`src/rtl/serv_seq_pkg.sv`:
```
// Shared types and width helpers for the serial-core instruction sequencer.
// The state encoding is 3 bits wide so that it can be exported on the debug port.
package serv_seq_pkg;

  typedef enum logic [2:0] {
    ST_FETCH  = 3'd0,
    ST_RDWAIT = 3'd1,
    ST_INIT   = 3'd2,
    ST_WAIT   = 3'd3,
    ST_EXEC   = 3'd4
  } state_e;

  // Number of beats per 32-bit instruction at datapath width w.
  function automatic int nb_of(input int w);
    return 32 / w;
  endfunction

  // Beat counter width. It is never zero, so the counter still exists when W=32.
  function automatic int beat_w(input int w);
    return (32 / w > 1) ? $clog2(32 / w) : 1;
  endfunction

endpackage

```
`src/rtl/serv_seq_if.sv`:
```
// Handshake bundle between the sequencer and the ibus, dbus, RF and MDU ports.
interface serv_seq_if;
  logic o_ibus_cyc;
  logic i_ibus_ack;
  logic o_dbus_cyc;
  logic i_dbus_ack;
  logic o_rf_rreq;
  logic o_rf_wreq;
  logic i_rf_ready;
  logic o_mdu_valid;
  logic i_mdu_ready;

  modport master (
    output o_ibus_cyc, o_dbus_cyc, o_rf_rreq, o_rf_wreq, o_mdu_valid,
    input  i_ibus_ack, i_dbus_ack, i_rf_ready, i_mdu_ready
  );

  modport slave (
    input  o_ibus_cyc, o_dbus_cyc, o_rf_rreq, o_rf_wreq, o_mdu_valid,
    output i_ibus_ack, i_dbus_ack, i_rf_ready, i_mdu_ready
  );
endinterface

```
`src/rtl/serv_beat_cnt.sv`:
```
// Beat counter for the serial datapath: advances on enable and wraps to 0 after
// beat NB-1. Holding the enable low freezes it, which is how a stall is absorbed.
module serv_beat_cnt #(
  parameter int NB = 32,
  parameter int BW = 5
) (
  input  logic          i_clk,
  input  logic          i_rst,
  input  logic          i_en,
  output logic [BW-1:0] o_beat,
  output logic          o_first,
  output logic          o_last
);

  localparam logic [BW-1:0] LAST_BEAT = BW'(NB - 1);

  logic [BW-1:0] beat_q, beat_d;

  always_comb begin
    beat_d = beat_q;
    if (i_en) beat_d = (beat_q == LAST_BEAT) ? '0 : beat_q + 1'b1;
  end

  // NOTE: state registers use non-blocking assignments only; blocking here would
  // let other flops sampling beat_q in the same edge see the updated value.
  always_ff @(posedge i_clk or posedge i_rst) begin
    if (i_rst) beat_q <= '0;
    else       beat_q <= beat_d;
  end

  assign o_beat  = beat_q;
  assign o_first = (beat_q == '0);
  assign o_last  = (beat_q == LAST_BEAT);

endmodule

```
`src/rtl/serv_seq.sv`:
```
// Instruction sequencer for the bit/nibble/byte-serial core: fetch, RF read,
// optional INIT pass, memory/MDU/shift wait, then the EXEC pass.
module serv_seq
  import serv_seq_pkg::*;
#(
  parameter int W        = 1,
  parameter int WITH_CSR = 1,
  parameter int ALIGN    = 0,
  parameter int MDU      = 0
) (
  input  logic              i_clk,
  input  logic              i_rst,
  serv_seq_if.master        bus,
  input  logic              i_stall,
  input  logic              i_two_stage_op,
  input  logic              i_branch_op,
  input  logic              i_cond_branch,
  input  logic              i_bne_or_bge,
  input  logic              i_alu_cmp,
  input  logic              i_dbus_en,
  input  logic              i_mem_misalign,
  input  logic              i_ctrl_misalign,
  input  logic              i_e_op,
  input  logic              i_new_irq,
  input  logic              i_sh_done,
  input  logic              i_slt_or_branch,
  input  logic              i_mdu_op,
  output logic              o_init,
  output logic              o_cnt_en,
  output logic [4:0]        o_cnt,
  output logic              o_cnt0,
  output logic              o_cnt_done,
  output logic              o_ctrl_pc_en,
  output logic              o_ctrl_jump,
  output logic              o_ctrl_trap,
  output logic [1:0]        o_mem_bytecnt,
  output logic [2:0]        o_state
);

  localparam int NB = nb_of(W);
  localparam int BW = beat_w(W);
  localparam int LW = $clog2(W);

  localparam logic CSR_EN   = (WITH_CSR != 0);
  localparam logic ALIGN_EN = (ALIGN != 0);
  localparam logic MDU_EN   = (MDU != 0);

  state_e state_q, state_d;
  logic   jump_q, jump_d;
  logic   trap_q, trap_d;
  logic   stage2_q, stage2_d;

  logic          counting, cnt_en, cnt_last;
  logic [BW-1:0] beat;
  logic          beat_first, beat_last;
  logic          take_branch, trap_pending, wait_done;
  logic          rf_rreq, rf_wreq, dbus_cyc, mdu_valid;

  assign counting = (state_q == ST_INIT) || (state_q == ST_EXEC);
  assign cnt_en   = counting & ~i_stall;
  assign cnt_last = cnt_en & beat_last;

  serv_beat_cnt #(.NB(NB), .BW(BW)) u_beat_cnt (
    .i_clk   (i_clk),
    .i_rst   (i_rst),
    .i_en    (cnt_en),
    .o_beat  (beat),
    .o_first (beat_first),
    .o_last  (beat_last)
  );

  assign take_branch  = i_branch_op & (~i_cond_branch | (i_alu_cmp ^ i_bne_or_bge));
  assign trap_pending = CSR_EN & ((take_branch & i_ctrl_misalign & ~ALIGN_EN) |
                                  (i_dbus_en & i_mem_misalign));
  assign wait_done    = bus.i_dbus_ack | (MDU_EN & bus.i_mdu_ready) | i_sh_done | i_slt_or_branch;

  always_comb begin
    // NOTE: every signal written here gets a default first, so no path through
    // the case can leave one unassigned and infer a latch.
    state_d   = state_q;
    jump_d    = jump_q;
    trap_d    = trap_q;
    stage2_d  = stage2_q;
    rf_rreq   = 1'b0;
    rf_wreq   = 1'b0;
    dbus_cyc  = 1'b0;
    mdu_valid = 1'b0;

    unique case (state_q)
      ST_FETCH: begin
        if (bus.i_ibus_ack) begin
          rf_rreq = 1'b1;
          state_d = ST_RDWAIT;
        end
      end
      ST_RDWAIT: begin
        if (bus.i_rf_ready) begin
          stage2_d = 1'b0;
          state_d  = (i_two_stage_op & ~i_new_irq & ~stage2_q) ? ST_INIT : ST_EXEC;
        end
      end
      ST_INIT: begin
        if (cnt_last) begin
          state_d = ST_WAIT;
          jump_d  = take_branch;
          trap_d  = trap_pending;
        end
      end
      ST_WAIT: begin
        // Coming back through RDWAIT with stage2 set sends the instruction to EXEC.
        stage2_d = 1'b1;
        if (trap_q) begin
          rf_rreq = 1'b1;
          state_d = ST_RDWAIT;
        end else begin
          dbus_cyc  = i_dbus_en & ~i_mem_misalign;
          mdu_valid = MDU_EN & i_mdu_op;
          if (wait_done) begin
            rf_wreq = 1'b1;
            state_d = ST_RDWAIT;
          end
        end
      end
      ST_EXEC: begin
        if (cnt_last) begin
          state_d = ST_FETCH;
          jump_d  = 1'b0;
          trap_d  = 1'b0;
        end
      end
      default: state_d = ST_FETCH;
    endcase
  end

  always_ff @(posedge i_clk or posedge i_rst) begin
    if (i_rst) begin
      state_q  <= ST_FETCH;
      jump_q   <= 1'b0;
      trap_q   <= 1'b0;
      stage2_q <= 1'b0;
    end else begin
      state_q  <= state_d;
      jump_q   <= jump_d;
      trap_q   <= trap_d;
      stage2_q <= stage2_d;
    end
  end

  assign bus.o_ibus_cyc  = (state_q == ST_FETCH) & ~i_rst;
  assign bus.o_dbus_cyc  = dbus_cyc;
  assign bus.o_rf_rreq   = rf_rreq;
  assign bus.o_rf_wreq   = rf_wreq;
  assign bus.o_mdu_valid = mdu_valid;

  // Beat index scaled to a bit index; at W=32 the shift leaves only zeros.
  assign o_cnt         = 5'(beat) << LW;
  assign o_mem_bytecnt = o_cnt[4:3];
  assign o_init        = (state_q == ST_INIT);
  assign o_cnt_en      = cnt_en;
  assign o_cnt0        = cnt_en & beat_first;
  assign o_cnt_done    = cnt_last;
  assign o_ctrl_pc_en  = cnt_en & ~o_init;
  assign o_ctrl_jump   = jump_q;
  assign o_ctrl_trap   = CSR_EN & (i_e_op | i_new_irq | trap_q);
  assign o_state       = state_q;

endmodule

```
`src/flat_wrapper.sv`:
```
// flat-port wrapper written by rule: the top's interface ports become plain ports
module serv_seq_flat import serv_seq_pkg::*;
#(
  parameter int W        = 1,
  parameter int WITH_CSR = 1,
  parameter int ALIGN    = 0,
  parameter int MDU      = 0
)
  (i_clk, i_rst, i_stall, i_two_stage_op, i_branch_op, i_cond_branch, i_bne_or_bge, i_alu_cmp, i_dbus_en, i_mem_misalign, i_ctrl_misalign, i_e_op, i_new_irq, i_sh_done, i_slt_or_branch, i_mdu_op, o_init, o_cnt_en, o_cnt, o_cnt0, o_cnt_done, o_ctrl_pc_en, o_ctrl_jump, o_ctrl_trap, o_mem_bytecnt, o_state, bus_o_ibus_cyc, bus_o_dbus_cyc, bus_o_rf_rreq, bus_o_rf_wreq, bus_o_mdu_valid, bus_i_ibus_ack, bus_i_dbus_ack, bus_i_rf_ready, bus_i_mdu_ready);
  serv_seq_if bus_i ();
  input  logic i_clk;
  input  logic i_rst;
  input  logic i_stall;
  input  logic i_two_stage_op;
  input  logic i_branch_op;
  input  logic i_cond_branch;
  input  logic i_bne_or_bge;
  input  logic i_alu_cmp;
  input  logic i_dbus_en;
  input  logic i_mem_misalign;
  input  logic i_ctrl_misalign;
  input  logic i_e_op;
  input  logic i_new_irq;
  input  logic i_sh_done;
  input  logic i_slt_or_branch;
  input  logic i_mdu_op;
  output logic o_init;
  output logic o_cnt_en;
  output logic [4:0] o_cnt;
  output logic o_cnt0;
  output logic o_cnt_done;
  output logic o_ctrl_pc_en;
  output logic o_ctrl_jump;
  output logic o_ctrl_trap;
  output logic [1:0] o_mem_bytecnt;
  output logic [2:0] o_state;
  output wire logic [$bits(bus_i.o_ibus_cyc)-1:0] bus_o_ibus_cyc;
  output wire logic [$bits(bus_i.o_dbus_cyc)-1:0] bus_o_dbus_cyc;
  output wire logic [$bits(bus_i.o_rf_rreq)-1:0] bus_o_rf_rreq;
  output wire logic [$bits(bus_i.o_rf_wreq)-1:0] bus_o_rf_wreq;
  output wire logic [$bits(bus_i.o_mdu_valid)-1:0] bus_o_mdu_valid;
  input wire logic [$bits(bus_i.i_ibus_ack)-1:0] bus_i_ibus_ack;
  input wire logic [$bits(bus_i.i_dbus_ack)-1:0] bus_i_dbus_ack;
  input wire logic [$bits(bus_i.i_rf_ready)-1:0] bus_i_rf_ready;
  input wire logic [$bits(bus_i.i_mdu_ready)-1:0] bus_i_mdu_ready;
  assign bus_o_ibus_cyc = bus_i.o_ibus_cyc;
  assign bus_o_dbus_cyc = bus_i.o_dbus_cyc;
  assign bus_o_rf_rreq = bus_i.o_rf_rreq;
  assign bus_o_rf_wreq = bus_i.o_rf_wreq;
  assign bus_o_mdu_valid = bus_i.o_mdu_valid;
  assign bus_i.i_ibus_ack = bus_i_ibus_ack;
  assign bus_i.i_dbus_ack = bus_i_dbus_ack;
  assign bus_i.i_rf_ready = bus_i_rf_ready;
  assign bus_i.i_mdu_ready = bus_i_mdu_ready;
  serv_seq #(.W(W), .WITH_CSR(WITH_CSR), .ALIGN(ALIGN), .MDU(MDU)) u_core (.i_clk(i_clk), .i_rst(i_rst), .bus(bus_i), .i_stall(i_stall), .i_two_stage_op(i_two_stage_op), .i_branch_op(i_branch_op), .i_cond_branch(i_cond_branch), .i_bne_or_bge(i_bne_or_bge), .i_alu_cmp(i_alu_cmp), .i_dbus_en(i_dbus_en), .i_mem_misalign(i_mem_misalign), .i_ctrl_misalign(i_ctrl_misalign), .i_e_op(i_e_op), .i_new_irq(i_new_irq), .i_sh_done(i_sh_done), .i_slt_or_branch(i_slt_or_branch), .i_mdu_op(i_mdu_op), .o_init(o_init), .o_cnt_en(o_cnt_en), .o_cnt(o_cnt), .o_cnt0(o_cnt0), .o_cnt_done(o_cnt_done), .o_ctrl_pc_en(o_ctrl_pc_en), .o_ctrl_jump(o_ctrl_jump), .o_ctrl_trap(o_ctrl_trap), .o_mem_bytecnt(o_mem_bytecnt), .o_state(o_state));
endmodule
```
`config.mk`:
```
export PLATFORM = sky130hd
export DESIGN_NAME = serv_seq_flat
export DESIGN_NICKNAME = d
export VERILOG_FILES = /design/src/rtl/serv_seq_pkg.sv /design/src/rtl/serv_seq_if.sv /design/src/rtl/serv_beat_cnt.sv /design/src/rtl/serv_seq.sv /design/src/flat_wrapper.sv
export SDC_FILE = /design/constraint.sdc
export NUM_CORES = 1
export LEC_CHECK = 0
export BUFFER_PORTS_ARGS = -buffer_cell sky130_fd_sc_hd__buf_4
export CAP_MARGIN = 30
export CORE_MARGIN = 4
export CORE_UTILIZATION = 48
export DETAILED_ROUTE_END_ITERATION = 7
export GPL_TIMING_DRIVEN = 0
export PLACE_DENSITY = 0.94
export SKIP_CTS_REPAIR_TIMING = 1
export SLEW_MARGIN = 10
export SYNTH_ARGS = -nofsm -noshare
export SYNTH_HDL_FRONTEND = slang
export SYNTH_SLANG_ARGS = --single-unit
```
`constraint.sdc`:
```
create_clock -name i_clk -period 5.8 [get_ports i_clk]
set_input_delay 0.58 -clock i_clk [delete_from_list [all_inputs] [get_ports i_clk]]
set_output_delay 0.58 -clock i_clk [all_outputs]
set_load 0.03 [all_outputs]
```
==> reports/qor.yml <==
routed_wl_mm: 2.06
seq_area_frac_synth: 0.334
holdCritPathClass: "primary input to async pin"
clk_path_buf_depth: 2
finalHoldViolations: 0
cp.required_ps: 5220
setup_viol: 0
wl_per_cell_um: 14.8
portBuffers: 38
die_x_um: 49.4
clk_pin_slew_ps: 80
drv_cap: 0
syn_to_final_growth_pct: 40.4
cts_tree: "done"
setup_ws_ps: 3160
timing.fmax_ghz: 0.379
yosys.cell_types.count: 36
ys_ff_latch: 11
leakagePower_uw: 0.000591
min_period_over_period: 0.455
gp_congestion: 0.748
cp-end-kind: "output port"
netlist_area_um2: 825
reg2reg_slack_ps: 3590
fp.dieH_um: 49.4
coreArea_um2: 1560
crit_arrival_ps: 2060
numClockSinks: 11
final-seq-area_um2: 275
dpl_worst_slack_ps: 3450
grt_overflow: 0
via_per_inst: 5.23
power_density_nw_per_um2: 477
grt_pass1_wl_mm: 3.44
num_io_pins: 42
postRouteAntennaNets: 0
fin_tns_setup_ps: 0
synthCells: 81
htree_levels: 1
criticalPathCategory: "register to output port"
peakVddDrop_mv: 0.263
drt_iter0_markers: 2
grtUsageTotal: 0.185
critPathMaxFanout: 6
clock_latency_ps: 270
rsz0062_at_grt: "false"
synth_nets: 104
fill_cells: 118
period_needed_ps: 2640
drc_errors: 0
first_pass_iters: 4
numCtsBuffers: 3
diodes: 0
r2r_start: "u_core.u_beat_cnt.o_beat[0]"
initial_utilization: 0.529
cp-start-kind: "register"
antenna_found_initial: 0
vias: 727
slew_viol_final: 0
skew_ps: 0.634
status: "complete, no violations"
dieArea_um2: 2440
grt_start_max_net_pins: 12
layout.nets: 147
yosys_warnings: 0
r2r-end: "u_core.o_state[2]"
dp_hpwl_mm: 1.68
rr_worst_depth: 6
grt_pass1_vias: 767
avgSynthCellArea_um2: 10.2
drive_above_1_share: 0.512
root_buffer: "clkbuf_4"
multi_input_area_um2: 475
std_cell_rows: 14
==> area by class of cell <==
class,count,area share
buffer,6,0.0508
clock buffer,3,0.0195
clock inverter,1,0.00432
inverter,4,0.0130
multi-input combinational,60,0.411
sequential,11,0.238
tap,16,0.0173
timing repair buffer,38,0.246
==> per-layer routing <==
layer  track usage  part of all wire
met5             0                 0
met4        0.0922             0.017
met1         0.219              0.39
met3        0.0336             0.050
met2         0.319              0.54
==> worst max-delay path by stage <==
stage               slack [ps]    endpoint                        start
global route              3020  o_cnt_done  u_core.u_beat_cnt.o_beat[0]
global placement          3500  o_cnt_done  u_core.u_beat_cnt.o_beat[0]
finish                    3160  o_cnt_done  u_core.u_beat_cnt.o_beat[0]
CTS                       3150  o_cnt_done  u_core.u_beat_cnt.o_beat[0]
detailed placement        3450  o_cnt_done  u_core.u_beat_cnt.o_beat[0]
floorplan                 3440  o_cnt_done  u_core.u_beat_cnt.o_beat[0]
==> sequential cells by signal, indices dropped and copies added (netlist names) <==
register	cells
u_core.u_beat_cnt.o_beat	5
u_core.o_state	3
u_core.o_ctrl_jump	1
u_core.stage2_q	1
u_core.trap_q	1
==> synthesized netlist by cell type, drive strengths merged <==
cell type,number,area (µm²)
dfrtp,11,275
nor2,10,40.0
buf,5,45.0
mux2,5,56.3
inv,4,15.0
nand2,4,15.0
xnor2,4,53.8
a21oi,3,15.0
and2b,3,25.0
ha,3,37.5
nor3,3,37.5
nor3b,3,22.5
a221oi,2,23.8
nand3,2,10.0
nor2b,2,12.5
nor4,2,12.5
o21ai,2,10.0
a2111oi,1,15.0
a21o,1,7.51
a22o,1,8.76
a32oi,1,8.76
and3,1,6.26
and3b,1,8.76
and4b,1,10.0
and4bb,1,12.5
clkbuf,1,13.8
conb,1,3.75
nand3b,1,7.51
or2b,1,8.76
or3,1,6.26
==> worst max-delay path, stage by stage (launching register included) <==
cell and delay, ps:
dfrtp_1 440, ha_1 210, and3_1 160, ha_1 170, or2b_2 340, nor3_4 240, buf_4 220
==> kinds of logic (layout without fill, tap and decap cells) <==
kind of cell | Yosys count | count (layout) | synth area share
compound gates | 11 | 11 | 0.108
xor+xnor | 4 | 4 | 0.0653
fa+ha+maj | 3 | 3 | 0.0455
buf+inv | 10 | 52 | 0.0895
flops | 11 | 11 | 0.334
mux | 5 | 5 | 0.0683
other cells | 1 | 1 | 0.00455
simple gates | 36 | 36 | 0.285
==> power by group <==
group | switching (µW) | leakage, µW | total, µW | internal (µW)
registers | 34.3 | 0.000141 | 138 | 104
logic | 201 | 0.000432 | 358 | 158
clock network | 30.2 | 0.0000177 | 55.7 | 25.5
==> through the flow <==
step                      power [µW]   util  hold WS [ps]  cell area [µm²]  cells
final                            552  0.742           307             1160    139
after floorplan                  389      -           432              825     81
after global routing             587  0.742           343             1160    139
after global placement           484  0.725           487             1130    135
after CTS                        555  0.742           329             1160    139
after detailed placement         497  0.725           496             1130    135
==> cell usage in the layout, fill, tap and decap left out, types with 2 or more instances in the layout <==
master and n:
and2b_2 2, a21oi_1 3, xnor2_1 3, ha_1 3
inv_1 4, nand2_1 4, clkbuf_4 3, nor4_1 2
o21ai_0 2, nor2_1 9, mux2_2 5, nor3b_1 3
buf_4 41, dfrtp_1 11, buf_6 2, nor2b_1 2
nor3_4 2, nand3_1 2
No activity file was read; power rests on OpenSTA's default activity.
